$ cat src/rtl/alu_share_arb.sv
// Round-robin two-port front end for the shared 32-bit ALU: grant, latch operands, execute, return tagged result.
// Optional macro ALU_SHARE_ILLEGAL_CHK_EN enables the illegal control code flag on rsp_err_o.
module alu_share_arb #(
   parameter int DW = 32
) (
   input  logic          clk_i,
   input  logic          rst_i,
   input  logic          req0_valid_i,
   output logic          req0_ready_o,
   input  logic [3:0]    req0_ctl_i,
   input  logic [DW-1:0] req0_a_i,
   input  logic [DW-1:0] req0_b_i,
   input  logic          req1_valid_i,
   output logic          req1_ready_o,
   input  logic [3:0]    req1_ctl_i,
   input  logic [DW-1:0] req1_a_i,
   input  logic [DW-1:0] req1_b_i,
   output logic          rsp_valid_o,
   input  logic          rsp_ready_i,
   output logic          rsp_id_o,
   output logic [DW-1:0] rsp_data_o,
   output logic          rsp_zero_o,
   output logic          rsp_err_o
);

   localparam logic [1:0] IDLE = 2'd0;
   localparam logic [1:0] EXEC = 2'd1;
   localparam logic [1:0] RESP = 2'd2;

   logic [1:0]    r_state;
   logic          r_last;
   logic [3:0]    r_ctl;
   logic [DW-1:0] r_a;
   logic [DW-1:0] r_b;
   logic          r_id;
   logic [DW-1:0] r_data;
   logic          r_zero;

   logic          w_idle;
   logic          w_grant1;
   logic          w_accept;
   logic [DW-1:0] w_alu;

   // Port 1 wins when it is alone, or on a tie when port 0 was served last.
   assign w_idle       = (r_state == IDLE);
   assign w_grant1     = req1_valid_i && (!req0_valid_i || !r_last);
   assign w_accept     = w_idle && (req0_valid_i || req1_valid_i);
   assign req0_ready_o = w_idle && req0_valid_i && !w_grant1;
   assign req1_ready_o = w_idle && w_grant1;

   assign rsp_valid_o  = (r_state == RESP);
   assign rsp_id_o     = r_id;
   assign rsp_data_o   = r_data;
   assign rsp_zero_o   = r_zero;

   always_comb begin
      w_alu = '0;
      case (r_ctl)
         4'd0:    w_alu = r_a & r_b;
         4'd1:    w_alu = r_a | r_b;
         4'd2:    w_alu = r_a + r_b;
         4'd3:    w_alu = r_b >> r_a;
         4'd5:    w_alu = r_b << 16;
         4'd6:    w_alu = r_a - r_b;
         4'd7:    w_alu = {{(DW-1){1'b0}}, (r_a < r_b)};
         4'd8:    w_alu = r_a | {{(DW-16){1'b0}}, r_b[15:0]};
         4'd10:   w_alu = r_a * r_b;
         default: w_alu = '0;
      endcase
   end

   always_ff @(posedge clk_i or negedge rst_i) begin
      if (!rst_i) begin
         r_state <= IDLE;
         r_last  <= 1'b1;
         r_ctl   <= '0;
         r_a     <= '0;
         r_b     <= '0;
         r_id    <= 1'b0;
         r_data  <= '0;
         r_zero  <= 1'b0;
      end else begin
         case (r_state)
            IDLE: begin
               if (w_accept) begin
                  r_ctl   <= w_grant1 ? req1_ctl_i : req0_ctl_i;
                  r_a     <= w_grant1 ? req1_a_i   : req0_a_i;
                  r_b     <= w_grant1 ? req1_b_i   : req0_b_i;
                  r_id    <= w_grant1;
                  r_last  <= w_grant1;
                  r_state <= EXEC;
               end
            end
            EXEC: begin
               r_data  <= w_alu;
               r_zero  <= (w_alu == '0);
               r_state <= RESP;
            end
            RESP: begin
               if (rsp_ready_i) begin
                  r_state <= IDLE;
               end
            end
            default: r_state <= IDLE;
         endcase
      end
   end

`ifdef ALU_SHARE_ILLEGAL_CHK_EN
   logic r_err;
   logic w_illegal;

   assign w_illegal = (r_ctl == 4'd4) || (r_ctl == 4'd9) || (r_ctl >= 4'd11);
   assign rsp_err_o = r_err;

   // The flag lives from the execute edge until the next accepted request.
   always_ff @(posedge clk_i or negedge rst_i) begin
      if (!rst_i) begin
         r_err <= 1'b0;
      end else if (w_accept) begin
         r_err <= 1'b0;
      end else if (r_state == EXEC) begin
         r_err <= w_illegal;
      end
   end
`else
   assign rsp_err_o = 1'b0;
`endif

endmodule

$ cat config.mk
export PLATFORM = sky130hd
export DESIGN_NAME = alu_share_arb
export DESIGN_NICKNAME = d
export VERILOG_FILES = /design/src/rtl/alu_share_arb.sv
export SDC_FILE = /design/constraint.sdc
export NUM_CORES = 2
export LEC_CHECK = 0
export CORE_AREA = 2 2 240 242
export DETAILED_ROUTE_END_ITERATION = 10
export DIE_AREA = 0 0 242 244
export PLACE_DENSITY = 0.66
export SLEW_MARGIN = 20
export SYNTH_ARGS = -nofsm -noshare
export SYNTH_HDL_FRONTEND = slang
export SYNTH_SLANG_ARGS = --single-unit
$ cat constraint.sdc
create_clock -name clk_i -period 26 [get_ports clk_i]
set_clock_uncertainty 0.2 [all_clocks]
set_input_delay 3.9 -clock clk_i [delete_from_list [all_inputs] [get_ports clk_i]]
set_output_delay 3.9 -clock clk_i [all_outputs]
set_load 0.01 [all_outputs]
==> out/results.ini <==
[timing]
rsz0062_at_grt = no
fmax_mhz = 96.2
slew_violations = 0
finalHoldViolCount = 0
fin_setup_tns_ns = 0
period_share = 0.400
slew_headroom = 0.224
min_period_ns = 10.40
worst_slew_pin_slew_ns = 1.16
setup_violations = 0

[floorplan]
start_util = 0.480
core-area_um2 = 56200
fp.dieArea_um2 = 59000
io_pins = 179
die_x_um = 242
core.rowCount = 87
dieHeight_um = 244

[cts]
cts_hold_repair.buffers = 0
postCtsSetupBuffers = 0
ctsLongestPathBuffers = 2
cts_buffers = 9
postCtsResizedCells = 0
clk_pin_slew_ns = 0.07
cts_sinks = 105
clockRootBuffer = clkbuf_16
h-tree-depth = 3
cts_tree = built
clock_latency_ns = 0.38

[logic_synthesis]
syn_area_um2 = 26900
synth_ff_type = dfrtp_1
synth_nets = 4021
synth-seq-area-share = 0.0976
synth_seq_cells = 105
synthCells = 3251
yosys_warnings = 0
synth_edf_count = 0
async_flop_share = 1.00
ys_types = 95
synth.avg_cell_area_um2 = 8.29

[placement]
hpwl_um = 89700
portBuffers = 177
place.gp.congestion = 1.03

[setup_path]
cp_top_family = buffers and inverters
crit_top_cell = clkdlybuf4s50_1
r2r_slack_ns = 16.24
crit_fanout = 70
crit_buf_inv = 3
r2r_end = rsp_zero_o$_DFFE_PN0N_
slowest_delay_ns = 0.82
worstReg2RegStart = r_a[6]$_DFFE_PN0P_
crit_chain = clkdlybuf4s50_1 > a21boi_4 > buf_4 > and2_1 > clkdlybuf4s50_1
worstSetupStartpoint = req1_valid_i
critPathKind = in -> out
required_ns = 21.90
reg2reg_depth = 30
crit_path_end_kind = primary output
cpMaxStageDelayCell = buf_4
crit_arrival_ns = 6.30
path_depth = 5
endpoint = req1_ready_o
startpoint_type = input pin

[global_route]
grt_pass1_wl_um = 174000
grt_max_degree = 137
overflow = 0
use_met3 = 0.0844
grt_pass1_vias = 26300
antenna_found_initial = 0
grt.met1_usage = 0.505
use_met2 = 0.629
grt_usage = 0.402
grt-busiest-layer = met2

[run_status]
status = finished clean

[routing]
drt.antenna.violating_nets = 0
vias = 25400
drc_errors = 0
drt_wl_total_um = 117000
drtIter0Drc = 2591
avgViaCountPerCell = 6.23
dr.pass1.iters = 6
routedWlPerCell_um = 28.8

[final_layout]
n_antenna_cell = 0
syn2layout_area_growth_pct = 10.7
nets = 4083
drive_gt1_frac = 0.0585
fill_cells = 5422

[run]
maxCapViolCount = 0

[hold_path]
whs_path_depth = 2
hp-class = reg -> reg

==> how the worst min path moves through the flow <==
stage / start / endpoint
after floorplan: r_last$_DFFE_PN1P_ / r_last$_DFFE_PN1P_
after global placement: rsp_data_o[26]$_DFFE_PN0N_ / rsp_data_o[26]$_DFFE_PN0N_
after detailed placement: rsp_data_o[27]$_DFFE_PN0N_ / rsp_data_o[27]$_DFFE_PN0N_
after CTS: rsp_data_o[27]$_DFFE_PN0N_ / rsp_data_o[27]$_DFFE_PN0N_
after global routing: rsp_data_o[27]$_DFFE_PN0N_ / rsp_data_o[27]$_DFFE_PN0N_
final: rsp_data_o[27]$_DFFE_PN0N_ / rsp_data_o[27]$_DFFE_PN0N_
==> cells in the mapped netlist, types with 11 or more instances <==
cell      count  area share
a211oi_1     26      0.0072
a21o_1       18      0.0050
a21oi_1     110       0.020
a221o_1      11      0.0041
a221oi_1     25      0.0081
a22oi_1      12      0.0033
a31oi_1      18      0.0042
and2_1       11      0.0026
buf_1        41      0.0057
buf_2        18      0.0033
clkbuf_1    148       0.021
clkinv_1     12      0.0017
dfrtp_1     104       0.097
fa_1        410        0.30
ha_1        219        0.10
inv_1       467       0.065
mux2_2       20      0.0084
mux2i_1     106       0.039
mux4_2       27       0.023
nand2_1     418       0.058
nand2b_1     11      0.0026
nand3_1      33      0.0061
nand4_1      15      0.0035
nor2_1      400       0.056
nor2b_1      16      0.0037
nor3_1       48      0.0089
nor4_1       16      0.0037
o211ai_1     21      0.0059
o21a_1       11      0.0031
o21ai_0     170       0.032
o21bai_1     12      0.0033
o221ai_1     20      0.0065
xnor2_1      68       0.022
xor2_1       21      0.0068
==> per-layer routing <==
metal | wire length (um) | share of wire
met1 | 44300 | 0.38
met5 | 0 | 0
met3 | 11800 | 0.10
met2 | 51800 | 0.44
met4 | 9640 | 0.082
==> through the flow <==
stage	area [um2]	instances	hold slack, ns	setup slack, ns	utilization
CTS	29800	4074	0.286	15.59	0.531
detailed placement	29500	4058	0.270	15.59	0.526
floorplan	26900	3251	0.292	16.93	-
global placement	29500	4058	0.262	15.63	0.526
global route	29800	4074	0.312	15.45	0.531
finish	29800	4074	0.282	15.60	0.531
==> state kept, by name, summed over array words and instances (netlist names) <==
register and flops:
r_last 1, rsp_id_o 1, r_state 2, r_ctl 4
rsp_zero_o 1, rsp_data_o 32, r_b 32, r_a 32
==> cells by family after synthesis <==
kind of cell | synth area share
simple gates | 0.159
buf+inv | 0.0995
fa+ha+maj | 0.406
compound gates | 0.138
mux | 0.0703
flops | 0.0976
xor+xnor | 0.0289
other cells | 0.000139
==> placed cells by master (no fill, tap or decap), types with 15 or more instances in the layout <==
master / instances
nand3_1: 33
clkdlybuf4s50_1: 176
fa_1: 410
a21oi_1: 110
a221oi_1: 25
o221ai_1: 20
nand4_1: 15
dfrtp_1: 102
a31oi_1: 18
buf_4: 86
nor2b_1: 16
mux2i_1: 106
mux4_2: 27
o21ai_0: 169
a211oi_1: 26
nor3_1: 47
xor2_1: 21
mux2_2: 20
ha_1: 219
o211ai_1: 21
nand2_1: 418
a21o_1: 18
nor4_1: 15
nor2_1: 400
inv_1: 465
xnor2_1: 68
==> worst register-to-register path: cells and delay by family (launching register included) <==
kind | cells | cell delay (ns)
AO/OA/AOI/OAI | 10 | 2.80
XOR/XNOR | 1 | 0.35
adder cells (fa/ha/maj) | 9 | 3.79
buffers and inverters | 9 | 1.57
flip-flops | 1 | 0.50
AND/OR/NAND/NOR | 1 | 0.43
==> layout make-up <==
class,count,area (um2),area share
Clock buffer,10,229,0.00768
Clock inverter,6,70.1,0.00235
Inverter,487,1830,0.0613
Tap cell,756,946,0.0317
Multi-Input combinational cell,2447,21700,0.728
Sequential cell,105,2630,0.0882
Timing Repair Buffer,263,2420,0.0811
Power is not shown: default switching activity piles up to over one toggle a cycle in this logic, so the estimate is an artifact.
